==> src/rtl/fpu_pkg.sv <==
// Shared FPU definitions: special encodings, the packed single-precision view,
// the sequencer state set and operand classification helpers.
package fpu_pkg;

    localparam logic [31:0] FP_NAN     = 32'h7F80_0001;
    localparam logic [31:0] FP_POS_INF = 32'h7F80_0000;
    localparam int          FP_BIAS    = 127;

    typedef struct packed {
        logic        sign;
        logic [7:0]  exp;
        logic [22:0] frac;
    } fp32_t;

    typedef enum logic [2:0] {
        IDLE    = 3'd0,
        SPECIAL = 3'd1,
        MUL     = 3'd2,
        NORM    = 3'd3,
        DONE    = 3'd4
    } mul_state_t;

    // Denormals have exponent field 0 and are flushed to zero.
    function automatic logic fp_is_zero(input fp32_t v);
        return v.exp == 8'h00;
    endfunction

    function automatic logic fp_is_inf(input fp32_t v);
        return (v.exp == 8'hFF) && (v.frac == 23'd0);
    endfunction

    function automatic logic fp_is_nan(input fp32_t v);
        return (v.exp == 8'hFF) && (v.frac != 23'd0);
    endfunction

endpackage

==> src/rtl/fpu_multiplication_seq_if.sv <==
// Request/result bundle of the sequential multiplier.
interface fpu_multiplication_seq_if;
    logic        start;
    logic [31:0] operand_normalized_ieee_a;
    logic [31:0] operand_normalized_ieee_b;
    logic [31:0] final_product;
    logic        busy;
    logic        done;

    modport master (
        output start, operand_normalized_ieee_a, operand_normalized_ieee_b,
        input  final_product, busy, done
    );

    modport slave (
        input  start, operand_normalized_ieee_a, operand_normalized_ieee_b,
        output final_product, busy, done
    );
endinterface

==> src/rtl/fpu_norm_round.sv <==
// Normalises a 48-bit mantissa product, rounds to nearest-even and packs the
// single-precision result, saturating to infinity or flushing to zero.
module fpu_norm_round
    import fpu_pkg::*;
(
    input  logic [47:0]        product,
    input  logic signed [9:0]  exp_in,
    input  logic               sign,
    output logic [31:0]        result
);
    logic [22:0]       mant;
    logic              guard;
    logic              sticky;
    logic              round_up;
    logic [23:0]       mant_rnd;
    logic signed [9:0] exp_adj;
    logic signed [9:0] exp_fin;

    always_comb begin
        mant    = product[45:23];
        guard   = product[22];
        sticky  = |product[21:0];
        exp_adj = exp_in;
        if (product[47]) begin
            mant    = product[46:24];
            guard   = product[23];
            sticky  = |product[22:0];
            exp_adj = exp_in + 10'sd1;
        end

        round_up = guard & (sticky | mant[0]);
        mant_rnd = {1'b0, mant} + {23'd0, round_up};
        // A carry out leaves the fraction bits at zero, so only the exponent moves.
        exp_fin  = mant_rnd[23] ? exp_adj + 10'sd1 : exp_adj;

        if (exp_fin >= 10'sd255)
            result = {sign, FP_POS_INF[30:0]};
        else if (exp_fin <= 10'sd0)
            result = {sign, 31'd0};
        else
            result = {sign, exp_fin[7:0], mant_rnd[22:0]};
    end
endmodule

==> src/rtl/fpu_multiplication_seq.sv <==
// Iterative single-precision multiplier: shift-and-add mantissa product at one
// bit per clock, then normalise/round; special operands bypass the loop.
module fpu_multiplication_seq
    import fpu_pkg::*;
#(
    parameter int FRAC_W = 23,
    parameter int EXP_W  = 8,
    parameter int BIAS   = 127
) (
    input  logic                     clk,
    input  logic                     rst,
    fpu_multiplication_seq_if.slave  bus
);
    localparam int MANT_W = FRAC_W + 1;
    localparam int PROD_W = 2 * MANT_W;

    localparam logic [2:0] ST_IDLE    = 3'(IDLE);
    localparam logic [2:0] ST_SPECIAL = 3'(SPECIAL);
    localparam logic [2:0] ST_MUL     = 3'(MUL);
    localparam logic [2:0] ST_NORM    = 3'(NORM);
    localparam logic [2:0] ST_DONE    = 3'(DONE);

    logic [2:0]        state_reg, state_next;
    logic [4:0]        cnt_reg;
    logic [PROD_W-1:0] acc_reg;
    logic [PROD_W-1:0] mcand_reg;
    logic [MANT_W-1:0] mplier_reg;
    fp32_t             a_reg, b_reg;
    logic [31:0]       product_reg;

    fp32_t             in_a, in_b;
    logic              in_special;
    logic [31:0]       special_result;
    logic signed [9:0] exp_sum;
    logic              sign_mul;
    logic [31:0]       norm_result;

    assign in_a       = fp32_t'(bus.operand_normalized_ieee_a);
    assign in_b       = fp32_t'(bus.operand_normalized_ieee_b);
    assign in_special = fp_is_zero(in_a) | fp_is_zero(in_b) | (in_a.exp == 8'hFF) | (in_b.exp == 8'hFF);

    assign sign_mul = a_reg.sign ^ b_reg.sign;
    assign exp_sum  = 10'({2'b00, a_reg[FRAC_W +: EXP_W]}) + 10'({2'b00, b_reg[FRAC_W +: EXP_W]}) - 10'(BIAS);

    always_comb begin
        if (fp_is_nan(a_reg) || fp_is_nan(b_reg))
            special_result = FP_NAN;
        else if ((fp_is_inf(a_reg) && fp_is_zero(b_reg)) || (fp_is_zero(a_reg) && fp_is_inf(b_reg)))
            special_result = FP_NAN;
        else if (fp_is_inf(a_reg) || fp_is_inf(b_reg))
            special_result = {sign_mul, FP_POS_INF[30:0]};
        else
            special_result = {sign_mul, 31'd0};
    end

    fpu_norm_round u_norm_round (
        .product (acc_reg),
        .exp_in  (exp_sum),
        .sign    (sign_mul),
        .result  (norm_result)
    );

    always_comb begin
        state_next = state_reg;
        case (state_reg)
            ST_IDLE:    if (bus.start) state_next = in_special ? ST_SPECIAL : ST_MUL;
            ST_SPECIAL: state_next = ST_DONE;
            ST_MUL:     if (cnt_reg == 5'd1) state_next = ST_NORM;
            ST_NORM:    state_next = ST_DONE;
            ST_DONE:    state_next = ST_IDLE;
            default:    state_next = ST_IDLE;
        endcase
    end

    always_ff @(posedge clk or posedge rst) begin
        if (rst) begin
            state_reg   <= ST_IDLE;
            cnt_reg     <= 5'd0;
            acc_reg     <= '0;
            mcand_reg   <= '0;
            mplier_reg  <= '0;
            a_reg       <= '0;
            b_reg       <= '0;
            product_reg <= 32'd0;
        end else begin
            state_reg <= state_next;
            case (state_reg)
                ST_IDLE: if (bus.start) begin
                    a_reg      <= in_a;
                    b_reg      <= in_b;
                    acc_reg    <= '0;
                    mcand_reg  <= {{MANT_W{1'b0}}, 1'b1, in_a.frac};
                    mplier_reg <= {1'b1, in_b.frac};
                    cnt_reg    <= 5'(MANT_W);
                end
                ST_MUL: begin
                    if (mplier_reg[0]) acc_reg <= acc_reg + mcand_reg;
                    mcand_reg  <= mcand_reg << 1;
                    mplier_reg <= mplier_reg >> 1;
                    cnt_reg    <= cnt_reg - 5'd1;
                end
                ST_SPECIAL: product_reg <= special_result;
                ST_NORM:    product_reg <= norm_result;
                default: ;
            endcase
        end
    end

    assign bus.final_product = product_reg;
    assign bus.busy          = (state_reg != ST_IDLE);
    assign bus.done          = (state_reg == ST_DONE);
endmodule

==> src/flat_wrapper.sv <==
// flat-port wrapper written by rule: the top's interface ports become plain ports
module fpu_multiplication_seq_flat import fpu_pkg::*;
#(
    parameter int FRAC_W = 23,
    parameter int EXP_W  = 8,
    parameter int BIAS   = 127
)
  (clk, rst, bus_start, bus_operand_normalized_ieee_a, bus_operand_normalized_ieee_b, bus_final_product, bus_busy, bus_done);
  fpu_multiplication_seq_if bus_i ();
  input  logic clk;
  input  logic rst;
  input wire logic [$bits(bus_i.start)-1:0] bus_start;
  input wire logic [$bits(bus_i.operand_normalized_ieee_a)-1:0] bus_operand_normalized_ieee_a;
  input wire logic [$bits(bus_i.operand_normalized_ieee_b)-1:0] bus_operand_normalized_ieee_b;
  output wire logic [$bits(bus_i.final_product)-1:0] bus_final_product;
  output wire logic [$bits(bus_i.busy)-1:0] bus_busy;
  output wire logic [$bits(bus_i.done)-1:0] bus_done;
  assign bus_i.start = bus_start;
  assign bus_i.operand_normalized_ieee_a = bus_operand_normalized_ieee_a;
  assign bus_i.operand_normalized_ieee_b = bus_operand_normalized_ieee_b;
  assign bus_final_product = bus_i.final_product;
  assign bus_busy = bus_i.busy;
  assign bus_done = bus_i.done;
  fpu_multiplication_seq #(.FRAC_W(FRAC_W), .EXP_W(EXP_W), .BIAS(BIAS)) u_core (.clk(clk), .rst(rst), .bus(bus_i));
endmodule
==> config.mk <==
export PLATFORM = sky130hd
export DESIGN_NAME = fpu_multiplication_seq_flat
export DESIGN_NICKNAME = d
export VERILOG_FILES = /design/src/rtl/fpu_pkg.sv /design/src/rtl/fpu_multiplication_seq_if.sv /design/src/rtl/fpu_norm_round.sv /design/src/rtl/fpu_multiplication_seq.sv /design/src/flat_wrapper.sv
export SDC_FILE = /design/constraint.sdc
export NUM_CORES = 1
export LEC_CHECK = 0
export CAP_MARGIN = 10
export CELL_PAD_IN_SITES_DETAIL_PLACEMENT = 0
export CELL_PAD_IN_SITES_GLOBAL_PLACEMENT = 1
export CORE_ASPECT_RATIO = 0.7
export CORE_MARGIN = 8
export CORE_UTILIZATION = 40
export CTS_CLUSTER_DIAMETER = 50
export DETAILED_ROUTE_END_ITERATION = 12
export DONT_BUFFER_PORTS = 1
export HOLD_SLACK_MARGIN = 0.03
export PLACE_DENSITY = 0.81
export SYNTH_ARGS = -nofsm -noshare
export SYNTH_HDL_FRONTEND = slang
export SYNTH_SLANG_ARGS = --single-unit
==> constraint.sdc <==
create_clock -name clk -period 6.82 [get_ports clk]
set_input_delay 1.023 -clock clk [delete_from_list [all_inputs] [get_ports clk]]
set_output_delay 1.023 -clock clk [all_outputs]
set_load 0.03 [all_outputs]
==> metrics.md <==
| Metric | Value |
|---|---|
| Fraction of final layout cells sized beyond drive strength 1 | `under 10%` |
| Maximum clock skew at final layout | `around 0.013 ns` |
| Number of slew-limit violations in the final report | `0` |
| Vias per inst | `5.63` |
| Global-route wire length before repair | `about 57 mm` |
| Clock Tree Buf Depth | `3` |
| Site row count | `55` |
| Post-synth net total | `between 1500 and 2000` |
| Number of placed instances, taps included | `about 1900` |
| Synth area leaders | `sky130_fd_sc_hd__dfrtp_1 (43%), sky130_fd_sc_hd__nand2_1 (13%), sky130_fd_sc_hd__ha_1 (5.9%)` |
| Boundary Pins | `about 100` |
| Core Util, Final | `between 40% and 50%` |
| Drt wl/cell | `around 18 um` |
| Transition time of the tightest slew-check pin | `roughly 1.1 ns` |
| WL final | `35.0 mm` |
| Synth Flop Type | `sky130_fd_sc_hd__dfrtp_1` |
| Post_cts resized | `0` |
| Count of vias placed by the detailed router | `approximately 11000` |
| Die boundary width | `approximately 230 um` |
| Outcome | `completed` |
| Fmax | `between 0.2 and 0.25 GHz` |
| Critical setup path kind | `register to register` |
| Unique cell type count in the Yosys netlist | `81` |
| DIE AREA | `approximately 0.039 mm^2` |
| Layout Cells excl Fill | `~2000` |
| Area of the core | `0.0323 mm^2` |
| RSZ-0062 raised after global routing | `no` |
| # hold bufs at CTS | `0` |
| Synth Instances | `1531` |
| Clock network latency to the later pin of the worst-skew pair | `around 0.54 ns` |
| Area Overhead vs Synth | `10.1%` |
| Final total negative setup slack | `0 ns` |
| Remaining global-route overflow | `0` |
| Chip Height | `between 150 and 200 um` |
| Number of antenna violations at the first check in global routing | `0` |
| Count of nets after finishing | `between 1500 and 2000` |
| Worst endpoint required time | `7.29 ns` |
| DRT antenna net count | `0` |
| Hold Slack | `0.348 ns` |
| Number of global-route vias before repair | `around 10000` |
| Cells on worst reg2reg path | `15` |
| # diodes | `0` |
| Setup crit end kind | `register` |
| Num Clock Sinks | `224` |
| Peak fanout along the critical path | `23` |
| All-Layer GR Usage | `17.6%` |
| Starting Density | `between 40 and 50%` |
| Total standard cell area after synthesis | `around 0.013 mm^2` |
| Last weighted congestion value of the routability-driven placer | `0.875` |
| TritonCTS clock tree | `yes` |
| Power per Cell Area | `~540 mW/mm^2` |
| Maximum ir drop on the vdd rail | `approximately 0.24 mV` |
| Register area share after synthesis | `between 40 and 50%` |
| Class of the worst hold path | `input port to asynchronous set/reset pin` |
| Clk pin slew, worst setup/hold paths | `about 0.060 ns` |
| Average cell area after synthesis | `8.58 um^2` |
| Pin count of the biggest net entering global routing | `approximately 100` |
| Postcts setup bufs | `0` |
| Total of max-cap violations | `0` |
| Share of flip-flops with an asynchronous set or reset | `100%` |
| Detailed placer's ending HPWL | `25.6 mm` |
| Terminus of the critical flop-to-flop path | `u_core.bus.final_product[22]` |
| Period utilisation layout | `around 69%` |
| Crit path DAT | `~5.2 ns` |
| Hold Fails Final Rpt | `0` |
| Slew margin rel. | `25.9%` |
| Worst reg2reg setup slack | `around 2.1 ns` |
| Number of H-tree levels | `1` |
| Count of state elements after synthesis | `224` |
| Reg-to-reg startpoint | `u_core.b_reg[23]` |
| CTS Root Cell | `sky130_fd_sc_hd__clkbuf_16` |
| Number of buffers created by CTS | `28` |
| Time the worst path needs with I/O delays and setup | `~4.7 ns` |
| Buffers added on ports | `0` |
| Number of flops mapped to enable cells by yosys | `0` |
| Post-route DRC | `0` |
| Top cell type by total area after synthesis | `sky130_fd_sc_hd__dfrtp_1` |
| Count of endpoints failing setup in the final report | `0` |
| Portion of synthesized cell area occupied by the leading cell type | `around 43%` |
| Initial drt markers | `between 900 and 1000` |
| Worst setup SP type | `register` |
| Number of detailed-routing iterations run before antenna repair | `5` |
| Pleak | `just under 7 nW` |
| Total number of yosys warnings | `0` |
layer usage:
layer	GRT usage (%)	up-vias	wire, um
met5	0	-	0
li1	-	5369	-
met3	2.31	50	1420
met1	26.4	5361	17500
met4	3.88	0	704
met2	26.5	209	15300
worst max path at each step:
stage	startpoint	endpoint	slack, ns	cells after the start
after floorplan	rst	u_core.a_reg[0]	2.87	1
after global placement	u_core.b_reg[23]	u_core.bus.final_product[14]	2.28	15
after detailed placement	u_core.b_reg[23]	u_core.bus.final_product[22]	2.16	15
after CTS	u_core.b_reg[23]	u_core.bus.final_product[22]	2.12	15
after global routing	u_core.b_reg[23]	u_core.bus.final_product[6]	1.80	15
final	u_core.b_reg[23]	u_core.bus.final_product[22]	2.11	15
final cells by class:
class	count	area, um^2
clock buffer	37	806
timing repair buffer	12	90.1
sequential	224	5610
tap	427	534
fill	3146	17900
multi-input combinational	1207	7150
clock inverter	14	150
inverter	31	120
cell usage after synthesis, types with 9 or more instances:
cell type                  count
sky130_fd_sc_hd__ha_1         62
sky130_fd_sc_hd__nand4_1      24
sky130_fd_sc_hd__a22oi_1      31
sky130_fd_sc_hd__nor2_1       55
sky130_fd_sc_hd__and2_1        9
sky130_fd_sc_hd__nor4_1       31
sky130_fd_sc_hd__xnor2_1      35
sky130_fd_sc_hd__inv_1        31
sky130_fd_sc_hd__o21ai_0      88
sky130_fd_sc_hd__o21bai_1      9
sky130_fd_sc_hd__xor2_1       36
sky130_fd_sc_hd__a211oi_1     16
sky130_fd_sc_hd__a21o_1       23
sky130_fd_sc_hd__nor3_1       20
sky130_fd_sc_hd__mux2i_1      15
sky130_fd_sc_hd__nand2_1     444
sky130_fd_sc_hd__a22o_1       21
sky130_fd_sc_hd__a31oi_1       9
sky130_fd_sc_hd__and3_1        9
sky130_fd_sc_hd__nand3_1      76
sky130_fd_sc_hd__a21oi_1      62
sky130_fd_sc_hd__clkbuf_1     57
sky130_fd_sc_hd__dfrtp_1     224
power breakdown:
part	switching, mW	internal [mW]
Combinational	2.26	1.49
Sequential	0.729	1.86
Clock	0.597	0.913
Total	3.59	4.26
placed cells by master (no fill, tap or decap), types with 12 or more instances in the layout:
cell	netlist	final
sky130_fd_sc_hd__nand4_1	24	24
sky130_fd_sc_hd__a21oi_1	62	62
sky130_fd_sc_hd__a21o_1	23	23
sky130_fd_sc_hd__nor3_1	20	20
sky130_fd_sc_hd__nor4_1	31	31
sky130_fd_sc_hd__nand2_1	444	443
sky130_fd_sc_hd__clkbuf_16	0	29
sky130_fd_sc_hd__nand3_1	76	76
sky130_fd_sc_hd__buf_4	1	12
sky130_fd_sc_hd__dfrtp_1	224	223
sky130_fd_sc_hd__ha_1	62	62
sky130_fd_sc_hd__inv_1	31	30
sky130_fd_sc_hd__xnor2_1	35	35
sky130_fd_sc_hd__nor2_1	55	53
sky130_fd_sc_hd__a22o_1	21	21
sky130_fd_sc_hd__mux2i_1	15	15
sky130_fd_sc_hd__a22oi_1	31	31
sky130_fd_sc_hd__o21ai_0	88	88
sky130_fd_sc_hd__a211oi_1	16	16
sky130_fd_sc_hd__xor2_1	36	36
worst max-delay path, cell delays in order (launching register included):
cell and delay (ns):
sky130_fd_sc_hd__dfrtp_1 0.40, sky130_fd_sc_hd__ha_1 0.24, sky130_fd_sc_hd__inv_1 0.07, sky130_fd_sc_hd__fa_1 0.44, sky130_fd_sc_hd__inv_1 0.13, sky130_fd_sc_hd__ha_1 0.22, sky130_fd_sc_hd__xnor3_1 0.27, sky130_fd_sc_hd__a41o_1 0.28
sky130_fd_sc_hd__and3_4 0.19, sky130_fd_sc_hd__or2_4 0.27, sky130_fd_sc_hd__or4_4 0.53, sky130_fd_sc_hd__nor3b_2 0.22, sky130_fd_sc_hd__a211oi_1 0.13, sky130_fd_sc_hd__nand3b_4 0.20, sky130_fd_sc_hd__a211oi_4 0.74, sky130_fd_sc_hd__a32o_1 0.29
metrics by stage:
step | area [um^2] | total power [mW] | setup slack [ns]
3_5_place_dp | 13500 | 6.34 | 2.16
4_1_cts | 14500 | 7.88 | 2.12
5_1_grt | 14500 | 8.50 | 1.80
2_1_floorplan | 13100 | 5.40 | 2.87
6_report | 14500 | 7.85 | 2.11
3_3_place_gp | 13500 | 6.22 | 2.28
cells by family after synthesis:
logic type	count (synthesis)	share of synthesized area, %
flops	224	42.7
fa+ha+maj	64	6.21
compound gates	333	17.1
buf+inv	100	3.02
xor+xnor	72	4.91
simple gates	717	24.4
mux	21	1.66
Note: power is estimated with default switching activity, not from simulation.
